### src/rtl/cmp_arbiter.sv
// cmp_arbiter
//
// Two requesters share a single unsigned WIDTH-bit magnitude comparator.
// A round-robin arbiter accepts one operand pair at a time. The pair is
// compared on the next cycle, and the result is held on rsp_* until the
// consumer takes it. One result is produced at most every three cycles.
//
// Ports
//   clk          sole clock, rising edge
//   rst          asynchronous active-high reset
//   req0_valid   requester 0 offers an operand pair
//   req0_ready   requester 0 pair accepted this cycle
//   req0_a/b     requester 0 operands (unsigned, WIDTH bits)
//   req1_valid   requester 1 offers an operand pair
//   req1_ready   requester 1 pair accepted this cycle
//   req1_a/b     requester 1 operands (unsigned, WIDTH bits)
//   rsp_valid    result available
//   rsp_ready    consumer accepts the result
//   rsp_id       requester that owns the result
//   rsp_greater  a >  b for the owning request
//   rsp_lesser   a <  b for the owning request
//   rsp_equal    a == b for the owning request
module cmp_arbiter #(
    parameter int WIDTH = 32
) (
    input  logic             clk,
    input  logic             rst,
    input  logic             req0_valid,
    output logic             req0_ready,
    input  logic [WIDTH-1:0] req0_a,
    input  logic [WIDTH-1:0] req0_b,
    input  logic             req1_valid,
    output logic             req1_ready,
    input  logic [WIDTH-1:0] req1_a,
    input  logic [WIDTH-1:0] req1_b,
    output logic             rsp_valid,
    input  logic             rsp_ready,
    output logic             rsp_id,
    output logic             rsp_greater,
    output logic             rsp_lesser,
    output logic             rsp_equal
);

    typedef enum logic [1:0] {
        IDLE = 2'd0,
        CMP  = 2'd1,
        RESP = 2'd2
    } state_t;

    state_t           state_q, state_d;
    logic             prio_q, prio_d;
    logic [WIDTH-1:0] opA_q, opA_d;
    logic [WIDTH-1:0] opB_q, opB_d;
    logic             id_q, id_d;
    logic             rspValid_q, rspValid_d;
    logic             rspId_q, rspId_d;
    logic             rspGreater_q, rspGreater_d;
    logic             rspLesser_q, rspLesser_d;
    logic             rspEqual_q, rspEqual_d;

    logic             grant0;
    logic             grant1;
    logic             winner;
    logic             aGtB;
    logic             aEqB;
    logic             aLtB;

    // The one shared comparator always looks at the latched operands.
    // "Lesser" is derived rather than compared a second time.
    always_comb begin
        aGtB = (opA_q > opB_q);
        aEqB = (opA_q == opB_q);
        aLtB = !aGtB && !aEqB;
    end

    // Next-state logic. prio_q names the requester that wins when both are
    // valid. It flips away from whoever was just accepted.
    always_comb begin
        state_d      = state_q;
        prio_d       = prio_q;
        opA_d        = opA_q;
        opB_d        = opB_q;
        id_d         = id_q;
        rspValid_d   = rspValid_q;
        rspId_d      = rspId_q;
        rspGreater_d = rspGreater_q;
        rspLesser_d  = rspLesser_q;
        rspEqual_d   = rspEqual_q;
        grant0       = 1'b0;
        grant1       = 1'b0;
        winner       = 1'b0;

        case (state_q)
            IDLE: begin
                if (req0_valid || req1_valid) begin
                    if (req0_valid && req1_valid) begin
                        winner = prio_q;
                    end else begin
                        winner = req1_valid;
                    end
                    grant0  = !winner;
                    grant1  = winner;
                    opA_d   = winner ? req1_a : req0_a;
                    opB_d   = winner ? req1_b : req0_b;
                    id_d    = winner;
                    prio_d  = !winner;
                    state_d = CMP;
                end
            end
            CMP: begin
                rspValid_d   = 1'b1;
                rspId_d      = id_q;
                rspGreater_d = aGtB;
                rspLesser_d  = aLtB;
                rspEqual_d   = aEqB;
                state_d      = RESP;
            end
            RESP: begin
                if (rsp_ready) begin
                    rspValid_d   = 1'b0;
                    rspGreater_d = 1'b0;
                    rspLesser_d  = 1'b0;
                    rspEqual_d   = 1'b0;
                    state_d      = IDLE;
                end
            end
            default: begin
                state_d = IDLE;
            end
        endcase
    end

    // State registers. Reset discards any in-flight work and restores the
    // pointer so requester 0 wins the first tie.
    always_ff @(posedge clk or posedge rst) begin
        if (rst) begin
            state_q      <= IDLE;
            prio_q       <= 1'b0;
            opA_q        <= '0;
            opB_q        <= '0;
            id_q         <= 1'b0;
            rspValid_q   <= 1'b0;
            rspId_q      <= 1'b0;
            rspGreater_q <= 1'b0;
            rspLesser_q  <= 1'b0;
            rspEqual_q   <= 1'b0;
        end else begin
            state_q      <= state_d;
            prio_q       <= prio_d;
            opA_q        <= opA_d;
            opB_q        <= opB_d;
            id_q         <= id_d;
            rspValid_q   <= rspValid_d;
            rspId_q      <= rspId_d;
            rspGreater_q <= rspGreater_d;
            rspLesser_q  <= rspLesser_d;
            rspEqual_q   <= rspEqual_d;
        end
    end

    // The grants are combinational from IDLE. They are masked while reset
    // is held, so nothing appears accepted during reset.
    assign req0_ready  = grant0 && !rst;
    assign req1_ready  = grant1 && !rst;
    assign rsp_valid   = rspValid_q;
    assign rsp_id      = rspId_q;
    assign rsp_greater = rspGreater_q;
    assign rsp_lesser  = rspLesser_q;
    assign rsp_equal   = rspEqual_q;

endmodule

### config.mk
export PLATFORM = sky130hd
export DESIGN_NAME = cmp_arbiter
export DESIGN_NICKNAME = d
export VERILOG_FILES = /design/src/rtl/cmp_arbiter.sv
export SDC_FILE = /design/constraint.sdc
export NUM_CORES = 1
export LEC_CHECK = 0
export ABC_CLOCK_PERIOD_IN_PS = 9490
export CAP_MARGIN = 20
export CORE_MARGIN = 4
export CORE_UTILIZATION = 30
export CTS_CLUSTER_SIZE = 10
export DETAILED_ROUTE_END_ITERATION = 10
export SYNTH_ARGS = -nofsm -noshare
export SYNTH_HDL_FRONTEND = slang
export SYNTH_SLANG_ARGS = --single-unit
### constraint.sdc
create_clock -name clk -period 9.49 [get_ports clk]
set_clock_uncertainty 0.15 [all_clocks]
set_input_delay 1.898 -clock clk [delete_from_list [all_inputs] [get_ports clk]]
set_output_delay 1.898 -clock clk [all_outputs]
set_load 0.01 [all_outputs]
# --- Word level (Yosys, flattened, before mapping) ---
# Index checks and enable logic that the tools add are counted.
word_totals:
  regBits: 73
  in_bits: 133
  out_inout_bits: 7
op_classes:
  order_cmp: 1
  n_eq_ne: 5
  mux: 17
  reduce_logical: 14
op_table:
  columns: ["op", "count"]
  rows:
  - ["two-way mux 32 bit", 2]
  - ["== test 32 bit", 1]
  - ["> comparator 32 bit", 1]
  - ["two-way mux 1 bit", 8]
  - ["one-hot mux 1 bit (2 select lines)", 4]
  - ["one-hot mux 2 bit (3 select lines)", 1]
  - ["AND reduction 2 bit", 3]
  - ["logical AND 1 bit", 4]
  - ["zero test 1 bit", 4]
  - ["two-way mux 2 bit", 2]
  - ["inequality test 2 bit (second input constant)", 2]
  - ["== test 2 x 1 -> 1 bit (second input constant)", 1]
  - ["== test 2 bit (second input constant)", 1]
  - ["zero test 2 bit", 1]
  - ["nonzero test 2 bit", 1]
  - ["logical OR 1 bit", 1]

# --- Depth between registers and ports, before layout ---
# Gate-level depths: netlist (run 1).
depth:
  word_depth: 8
  ltp_mapped: 8

# --- Worst setup path after synthesis (run 1) ---
# OpenSTA, ideal clock, no wires.
synth_timing:
  kind: "input-to-output"
  start: "input port rst"
  end: "output port req0_ready"
  arrival_time_ns: 3.835
  path_slack_ns: 3.607
  path_stages: 2
  n_path_buf: 0
  cell_sequence: "inv_1 > and3_1"
synth_between:
  elab_chain_len: 2
synth_lines:
  columns: ["item", "line_no", "text"]
  rows:
  - ["from (decl)", "27", "input logic rst,"]
  - ["zero test 1 bit", "163", "assign req0_ready = grant0 && !rst;"]
  - ["logical AND 1 bit", "163", null]
  - ["to (decl)", "29", "output logic req0_ready,"]
# No other way between the ends.

# --- Worst setup path after layout (run 1) ---
# Same ends and word-level chain as after synthesis.

==> metrics.txt, run 1 <==
routed len/inst 15.1 microns; Yosys cell types 35; RSZ-0062 raised after global routing no; CP most frequent cell clkdlybuf4s50_1; R2R Path End rsp_lesser; Peak VDD IR 0.0859 mV; # IOs between 100 and 150; total routed wirelength just over 10000 microns; pin count of the biggest net entering global routing 75; delay-heaviest family, CP buffers and inverters; GRT Resource Usage Total between 10 and 15%; Synth area leader dfrtp_1; grt ovf 0; fmax between 150 and 200 MHz; Worst Hold End rsp_id; CP max FO 74; R2R cell count 6; Tcrit/Tclk final 62.8%; final worst path period need 5960 ps; share of cells above drive strength 1 approximately 4.6%; vias per cell 5.01; max-slew violations 0; Reg area 0.00183 sq mm; CTS clk-pin slew, worst paths 60 ps; PD cells 289 mW/mm^2; Hold Path Class register to register; ANT nets after route 0; status finished, final reports clean; DP Wirelength 7680 microns; area share of the largest cell type after synthesis 47.9%; clock latency at the later pin of the worst-skew pair 320 ps; Synth Area in XOR/XNOR 0%; clock sinks 73; Cells after Synth 368; Die Span X 121 microns; critical path type input pin to output pin; drt drc 0; Slew @ Worst Pin 900 ps; Cell Area, Synth roughly 0.0038 sq mm; Crit. Startpoint rst; Syn Area/Cell 10.4 sq um; #FFs+latches synth 73; Core Rows 40; worst reg2reg startpoint opA_q[13]; GPL Wtd Cong 0.834; required time of the critical path between 7000 and 8000 ps; number of global-route vias before repair 3486; Post-Synth Adder-Cell Area 10.5%; Critical Path Start Type input pin; yosys warns 0; TritonCTS clock tree yes; diodes inserted 0; initial antenna violation count 0; clock root buffer clkbuf_16; Die H 121 microns; post-CTS setup buffers 0; Area growth syn-to-layout 46.5%; number of nets in the layout 665; register area share after synthesis 47.9%; Slowest cell on crit path buf_4; FILL cells 1197; synthesized net count around 530; setup TNS 0 ps; complex-gate fraction of the synthesized area between 20% and 30%; r2r setup slk 7060 ps; Critical Path AT 3910 ps; WP buf/inv 4; Finish-stage setup viols 0; Final Hold Viols 0; Vias 3361; initial core utilization a little under a third; WHS Path Cells 2; Synth Area in Simple Gates 5.84%; worst-path cell chain clkdlybuf4s50_1, clkinv_2, buf_4, and3_1, clkdlybuf4s50_1; Critical Path End Type output pin; I/O Buffers 139; synth top area cells dfrtp_1 (48%), a222oi_1 (17%), ha_1 (11%); Max Root-Sink Buffers 2; Final Util a little under half; Post-CTS Hold Fix Bufs 0; cts bufs inserted 9; max incr delay on CP 680 ps; Die ar. 0.0146 sq mm; global-route wire length before repair between 15000 and 20000 microns; post-CTS sizing 0; post-synthesis mux area share 0%; H-Tree Level Count 3; largest family of logic cells by synthesized area compound AO/OA/AOI/OAI gates; Worst slew margin roughly two fifths; area occupied by multi-input gates 0.00151 sq mm; TritonRoute pass-1 iters 10; CORE AREA 0.0122 sq mm; initial DRC count 363; Max Cap Viol 0; Hold Startpoint id_q; Pleak 2.68 nW
[report_power, final]
group	internal [W]	leakage [nW]	switching, W
clock network	0.000172	0.124	0.000116
registers	0.000468	0.893	0.000103
logic	0.000365	1.67	0.000391
total	0.00101	2.68	0.000610
[sequential cells by signal, summed over array words and instances (netlist names)]
name,cells
opA_q,32
opB_q,32
state_q,2
id_q,1
prio_q,1
rsp_equal,1
rsp_greater,1
rsp_id,1
rsp_lesser,1
rsp_valid,1
[cells in the final DEF (no fill, tap or decap), types with 4 or more instances in the layout]
master	instances
nor2_1	5
inv_1	98
clkinv_2	4
a21o_1	4
clkbuf_16	9
a222oi_1	64
dfrtp_1	73
nand4_1	6
o21ai_0	6
ha_1	32
a21oi_1	15
clkdlybuf4s50_1	139
nand2_1	13
[cell usage after synthesis]
cell,instances
inv_1,99
dfrtp_1,73
a222oi_1,64
ha_1,32
a21oi_1,15
buf_2,14
nand2_1,13
nand4_1,6
o21ai_0,6
nor2_1,5
a21o_1,4
clkbuf_1,4
nand3_1,3
nor2b_1,3
nor4_1,3
a221o_1,2
buf_6,2
nor3_1,2
o211ai_1,2
a21boi_1,1
a31oi_1,1
a32o_1,1
and2_4,1
and3_1,1
and4_1,1
buf_4,1
inv_2,1
nand2b_1,1
nand4_2,1
nor4_2,1
o21a_1,1
o21ai_1,1
o21ai_2,1
o2bb2ai_1,1
o31ai_1,1
[worst max-delay path by stage]
stage / cells after the start / slack, ps / endpoint
4_1_cts: 5 / 3460 / req0_ready
5_1_grt: 5 / 3320 / req0_ready
6_report: 5 / 3530 / req0_ready
3_3_place_gp: 5 / 3490 / req0_ready
3_5_place_dp: 5 / 3460 / req0_ready
2_1_floorplan: 2 / 3610 / req0_ready
[metal layers]
layer  GRT usage [%]  routed length (microns)  vias up
met5               0                        0        -
met4            5.10                      193        0
met3            3.46                      688       15
met2            23.0                     4850      123
met1            17.8                     4370     1592
li1                -                        -     1631
[worst register-to-register path, stage by stage (launching register included)]
cell,delay (ps)
dfrtp_1,390
ha_1,320
nand4_2,150
nor4_2,620
a21boi_1,260
o31ai_1,150
a32o_1,290
[cells by family after synthesis]
family                   count (synthesis)
AO/OA/AOI/OAI                          101
adder cells (fa/ha/maj)                 32
buffers and inverters                  121
flip-flops                              73
AND/OR/NAND/NOR                         41
[cell type report]
cell class                      count  area share [%]
Sequential cell                    73            32.7
Multi-Input combinational cell    174            27.0
Timing Repair Buffer              142            25.3
Inverter                          100            6.74
Clock buffer                       10            4.10
Tap cell                          168            3.76
Clock inverter                      4           0.403
[metrics by stage]
step                instances  hold slack, ps  area, sq um  worst slack (ps)  power, W
finish                    671             332         5590              3530   0.00161
global route              671             360         5590              3320   0.00177
CTS                       671             341         5590              3460   0.00164
detailed placement        657             328         5340              3460   0.00134
global placement          657             307         5340              3490   0.00132
floorplan                 368             289         3810              3610   0.00111
Power figures use the tool's default switching activity.
==> run 2: changes to the inputs <==
ABC_CLOCK_PERIOD_IN_PS = 5300   (was 9490)
clock period = 5.3 ns   (was 9.49 ns; I/O delays follow)
==> run 2 against run 1 <==
- register-to-register slack got worse by 4100 ps
- final cell count is the same
- worst hold slack worse by 9.3 ps
- largest cell class unchanged
- largest power group unchanged
==> metrics.txt, run 2 (synthesis results as in run 1) <==
required time of the critical path 4090 ps; initial DRC count 412; CORE AREA 0.0122 sq mm; ANT nets after route 0; vias per cell roughly 5; FILL cells 1204; number of global-route vias before repair 3618; Reg area 0.00183 sq mm; Max Cap Viol 0; diodes inserted 0; Power, Total roughly 0.0029 W; P_sw around 0.0011 W; H-Tree Level Count 3; DP Wirelength 7850 microns; Core Rows 40; # IOs 140; Post-CTS Hold Fix Bufs 0; Area growth syn-to-layout 46.9%; Critical Path End Type output pin; initial core utilization 31.2%; combinational share of power 46.6%; TritonRoute pass-1 iters 8; GRT Resource Usage Total 15.1%; Tcrit/Tclk final between 70 and 80%; sw frac 37.6%; pin count of the biggest net entering global routing 74; CP most frequent cell clkdlybuf4s50_1; final worst path period need between 3000 and 4000 ps; Worst slew margin roughly 38%; RSZ-0062 raised after global routing no; leading cell types in the layout, fill and taps excluded clkdlybuf4s50_1 (139), inv_1 (98), dfrtp_1 (73); GPL Wtd Cong ~0.83; routed len/inst 15.7 microns; Die ar. 0.0146 sq mm; CTS clk-pin slew, worst paths 50 ps; P_int 0.00183 W; clock power share 18.6%; Die Span X 121 microns; CP max FO 4; worst-path cell chain clkdlybuf4s50_1, inv_1, o21ai_1, and3_1, clkdlybuf4s50_1; clock root buffer clkbuf_16; clock sinks 73; share of cells above drive strength 1 4.17%; initial antenna violation count 0; critical path type input pin to output pin; Slowest cell on crit path clkdlybuf4s50_1; max incr delay on CP 540 ps; Die H approximately 120 microns; status finished, final reports clean; post-CTS setup buffers 0; Largest regs opA_q: 32 flops, opB_q: 32 flops, state_q: 2 flops; power share of the sequential group 34.8%; Critical Path Start Type input pin; Final Hold Viols 0; setup TNS 0 ps; TritonCTS clock tree yes; Slew @ Worst Pin 932 ps; most common cell after layout, fill and taps aside clkdlybuf4s50_1; PD cells approximately 520 mW/mm^2; number of nets in the layout 665; drt drc 0; Finish-stage setup viols 0; global-route wire length before repair 17600 microns; I/O Buffers 139; Hold Path Class register to register; fmax between 200 and 300 MHz; Max Root-Sink Buffers 2; area occupied by multi-input gates 0.00151 sq mm; max-slew violations 0; Pleak 2.69 nW; cts bufs inserted 9; total routed wirelength 10600 microns; Peak VDD IR 0.192 mV; Vias ~3400; Critical Path AT 2630 ps; clock latency at the later pin of the worst-skew pair 330 ps; grt ovf 0; post-CTS sizing 0
-- run 2: cell types whose count changed in the layout (fill, tap and decap cells not counted) --
cell,before,now
clkinv_2,4,1
clkbuf_8,0,2
clkinvlp_4,1,0
clkbuf_1,1,3
-- run 2: area by class of cell --
cell class              instances  area share [%]
clock buffers                  14            4.72
inverters                     100            6.73
multi-input cells             174            26.9
flip-flops and latches         73            32.6
well taps                     168            3.75
repair buffers                142            25.3
-- run 2: metrics by stage --
stage	area, sq um	hold slack (ps)	utilization, %	instances	setup slack (ps)
final	5600	323	45.9	671	1460
after global routing	5600	362	45.9	671	1380
after CTS	5600	325	45.9	671	1460
after detailed placement	5340	311	43.7	657	1460
after global placement	5340	310	43.7	657	1480
after floorplan	3810	289	-	368	1090
-- run 2: power groups by stage --
| stage | logic [W] | clock network [W] | registers, W |
|---|---|---|---|
| final | 0.00137 | 0.000546 | 0.00102 |
| after CTS | 0.00139 | 0.000565 | 0.00103 |
| after floorplan | 0.00103 | 0 | 0.000966 |
| after global routing | 0.00158 | 0.000589 | 0.00106 |
| after detailed placement | 0.00138 | 0 | 0.00103 |
| after global placement | 0.00134 | 0 | 0.00103 |
-- run 2: routing by layer --
layer  GRT usage [%]  share of wire, %  up-vias
li1                -                 -     1637
met1            18.9                44     1594
met2            25.3                49      106
met3            3.93               5.9       14
met4            5.52               1.7        0
met5               0                 0        -
-- run 2: worst paths after layout --
check / from / endpoint / slack [ps] / cells after the start
max in group asynchronous: rst / opA_q[17] / 3150 / 3
worst max-delay path: req0_valid / req0_ready / 1460 / 5
worst min register to register: id_q / rsp_id / 320 / 2
worst min-delay path: id_q / rsp_id / 320 / 2
worst max register to register: opA_q[15] / rsp_lesser / 2910 / 6
min in group asynchronous: rst / opB_q[22] / 1210 / 3
-- run 2: worst max-delay path: cells and delay by family --
kind	cells	cell delay (ps)
buf+inv	3	1110
simple gates	1	200
compound gates	1	260
==> run 3: changes to the inputs <==
ABC_CLOCK_PERIOD_IN_PS = 3600   (was 5300)
clock period = 3.6 ns   (was 5.3 ns; I/O delays follow)
==> run 3 against run 2 <==
- non-clock buffer count unchanged
- routed wire length rose by 0.97%
- global-route usage increased by 0.29 points
- clock power up 63%
- worst hold slack improved by 8.2 ps
- via count is 0.95% higher
- final cell count up 0.15%
- first-iteration DRC count down 19%
- core utilization grew 0.27 points
- die area unchanged
==> metrics.txt, run 3 (synthesis results as in run 1) <==
drt drc 0; routed len/inst 15.9 microns; worst reg2reg startpoint opA_q[15]; ANT nets after route 0; Final Hold Viols 0; final worst path period need approximately 3200 ps; Tcrit/Tclk final 88.7%; post-CTS setup buffers 0; DP Wirelength between 7000 and 8000 microns; Final Util 46.1%; r2r setup slk 1150 ps; Critical Path End Type output pin; TritonRoute pass-1 iters 8; Die ar. about 0.015 sq mm; placed instance count 657; Max Cap Viol 0; initial DRC count 333; clock latency at the later pin of the worst-skew pair between 300 and 400 ps; pin count of the biggest net entering global routing between 70 and 80; Post-CTS Hold Fix Bufs 0; R2R cell count 6; max-slew violations 0; most common cell after layout, fill and taps aside clkdlybuf4s50_1; Peak VDD IR 0.343 mV; clock sinks 73; leading cell types in the layout, fill and taps excluded clkdlybuf4s50_1 (139), inv_1 (98), dfrtp_1 (73); setup TNS 0 ps; Max Root-Sink Buffers 2; # IOs between 100 and 150; Fin Hold WS 331 ps; share of cells above drive strength 1 4.76%; fmax 313 MHz; global-route wire length before repair 17800 microns; cts bufs inserted 9; Critical Path Start Type input pin; Area growth syn-to-layout 47.7%; number of nets in the layout 665; post-CTS sizing 0; status finished, final reports clean; Critical Path AT 2320 ps; total routed wirelength 10700 microns; number of global-route vias before repair 3682; Hold Path Class register to register; I/O Buffers 139; Worst Hold End rsp_id; PD cells 784 mW/mm^2; Pleak 2.71 nW; Vias ~3400; Finished Cell Area 0.00563 sq mm; initial core utilization 31.2%; placed cell area 0.00534 sq mm; R2R Path End rsp_lesser; critical path type input pin to output pin; diodes inserted 0; Hold Startpoint id_q; CP max FO 4; vias per cell roughly 5.0; Die Span X 121 microns; Finish-stage setup viols 0; Final Non-Filler Cells 672; grt ovf 0; H-Tree Level Count 3; Core Rows 40; Die H 121 microns; CTS clk-pin slew, worst paths about 50 ps; clock root buffer clkbuf_16; CORE AREA 0.0122 sq mm; Slew @ Worst Pin 926 ps; RSZ-0062 raised after global routing no; required time of the critical path 2730 ps; initial antenna violation count 0; Largest regs opA_q: 32 flops, opB_q: 32 flops, state_q: 2 flops; GRT Resource Usage Total 15.4%; GPL Wtd Cong 0.829; Worst slew margin 38.3%; WHS Path Cells 2; TritonCTS clock tree yes
run 3: cell types whose count changed in the layout (fill, tap and decap cells not counted):
cell       before  now
clkbuf_1        3    1
bufinv_16       0    1
clkinv_2        1    3
run 3: worst max path at each step:
stage / start / to / slack [ps] / depth (start not counted)
floorplan: rst / req0_ready / 70 / 2
global placement: req0_valid / req0_ready / 460 / 5
detailed placement: req0_valid / req0_ready / 420 / 5
CTS: req0_valid / req0_ready / 400 / 5
global route: req0_valid / req0_ready / 310 / 5
finish: req0_valid / req0_ready / 410 / 5
run 3: final cells by class:
type                            instances  area [sq um]
Fill cell                            1196          6580
Sequential cell                        73          1830
Multi-Input combinational cell        174          1510
Timing Repair Buffer                  142          1410
Inverter                              100           377
Clock buffer                           12           256
Tap cell                              168           210
Clock inverter                          3          40.0
run 3: metrics by stage:
step	total power, W	setup slack [ps]
2_1_floorplan	0.00293	73.4
3_3_place_gp	0.00348	457
3_5_place_dp	0.00355	417
4_1_cts	0.00448	402
5_1_grt	0.00486	314
6_report	0.00442	406
run 3: metal layers:
layer	track usage (%)	vias to the layer above	part of all wire, %
met2	25.6	115	49
li1	-	1637	-
met5	0	-	0
met4	6.80	0	2.4
met1	18.6	1613	43
met3	4.44	18	6.1
run 3: power breakdown:
part           total, W  internal [W]  leakage (nW)  switching, W
registers       0.00150       0.00123         0.893      0.000272
logic           0.00202      0.000966          1.67       0.00105
clock network  0.000891      0.000568         0.148      0.000323
run 3: worst max-delay path: stages:
cell,delay [ps]
clkdlybuf4s50_1,520
inv_1,50
o21ai_1,260
and3_1,230
clkdlybuf4s50_1,540
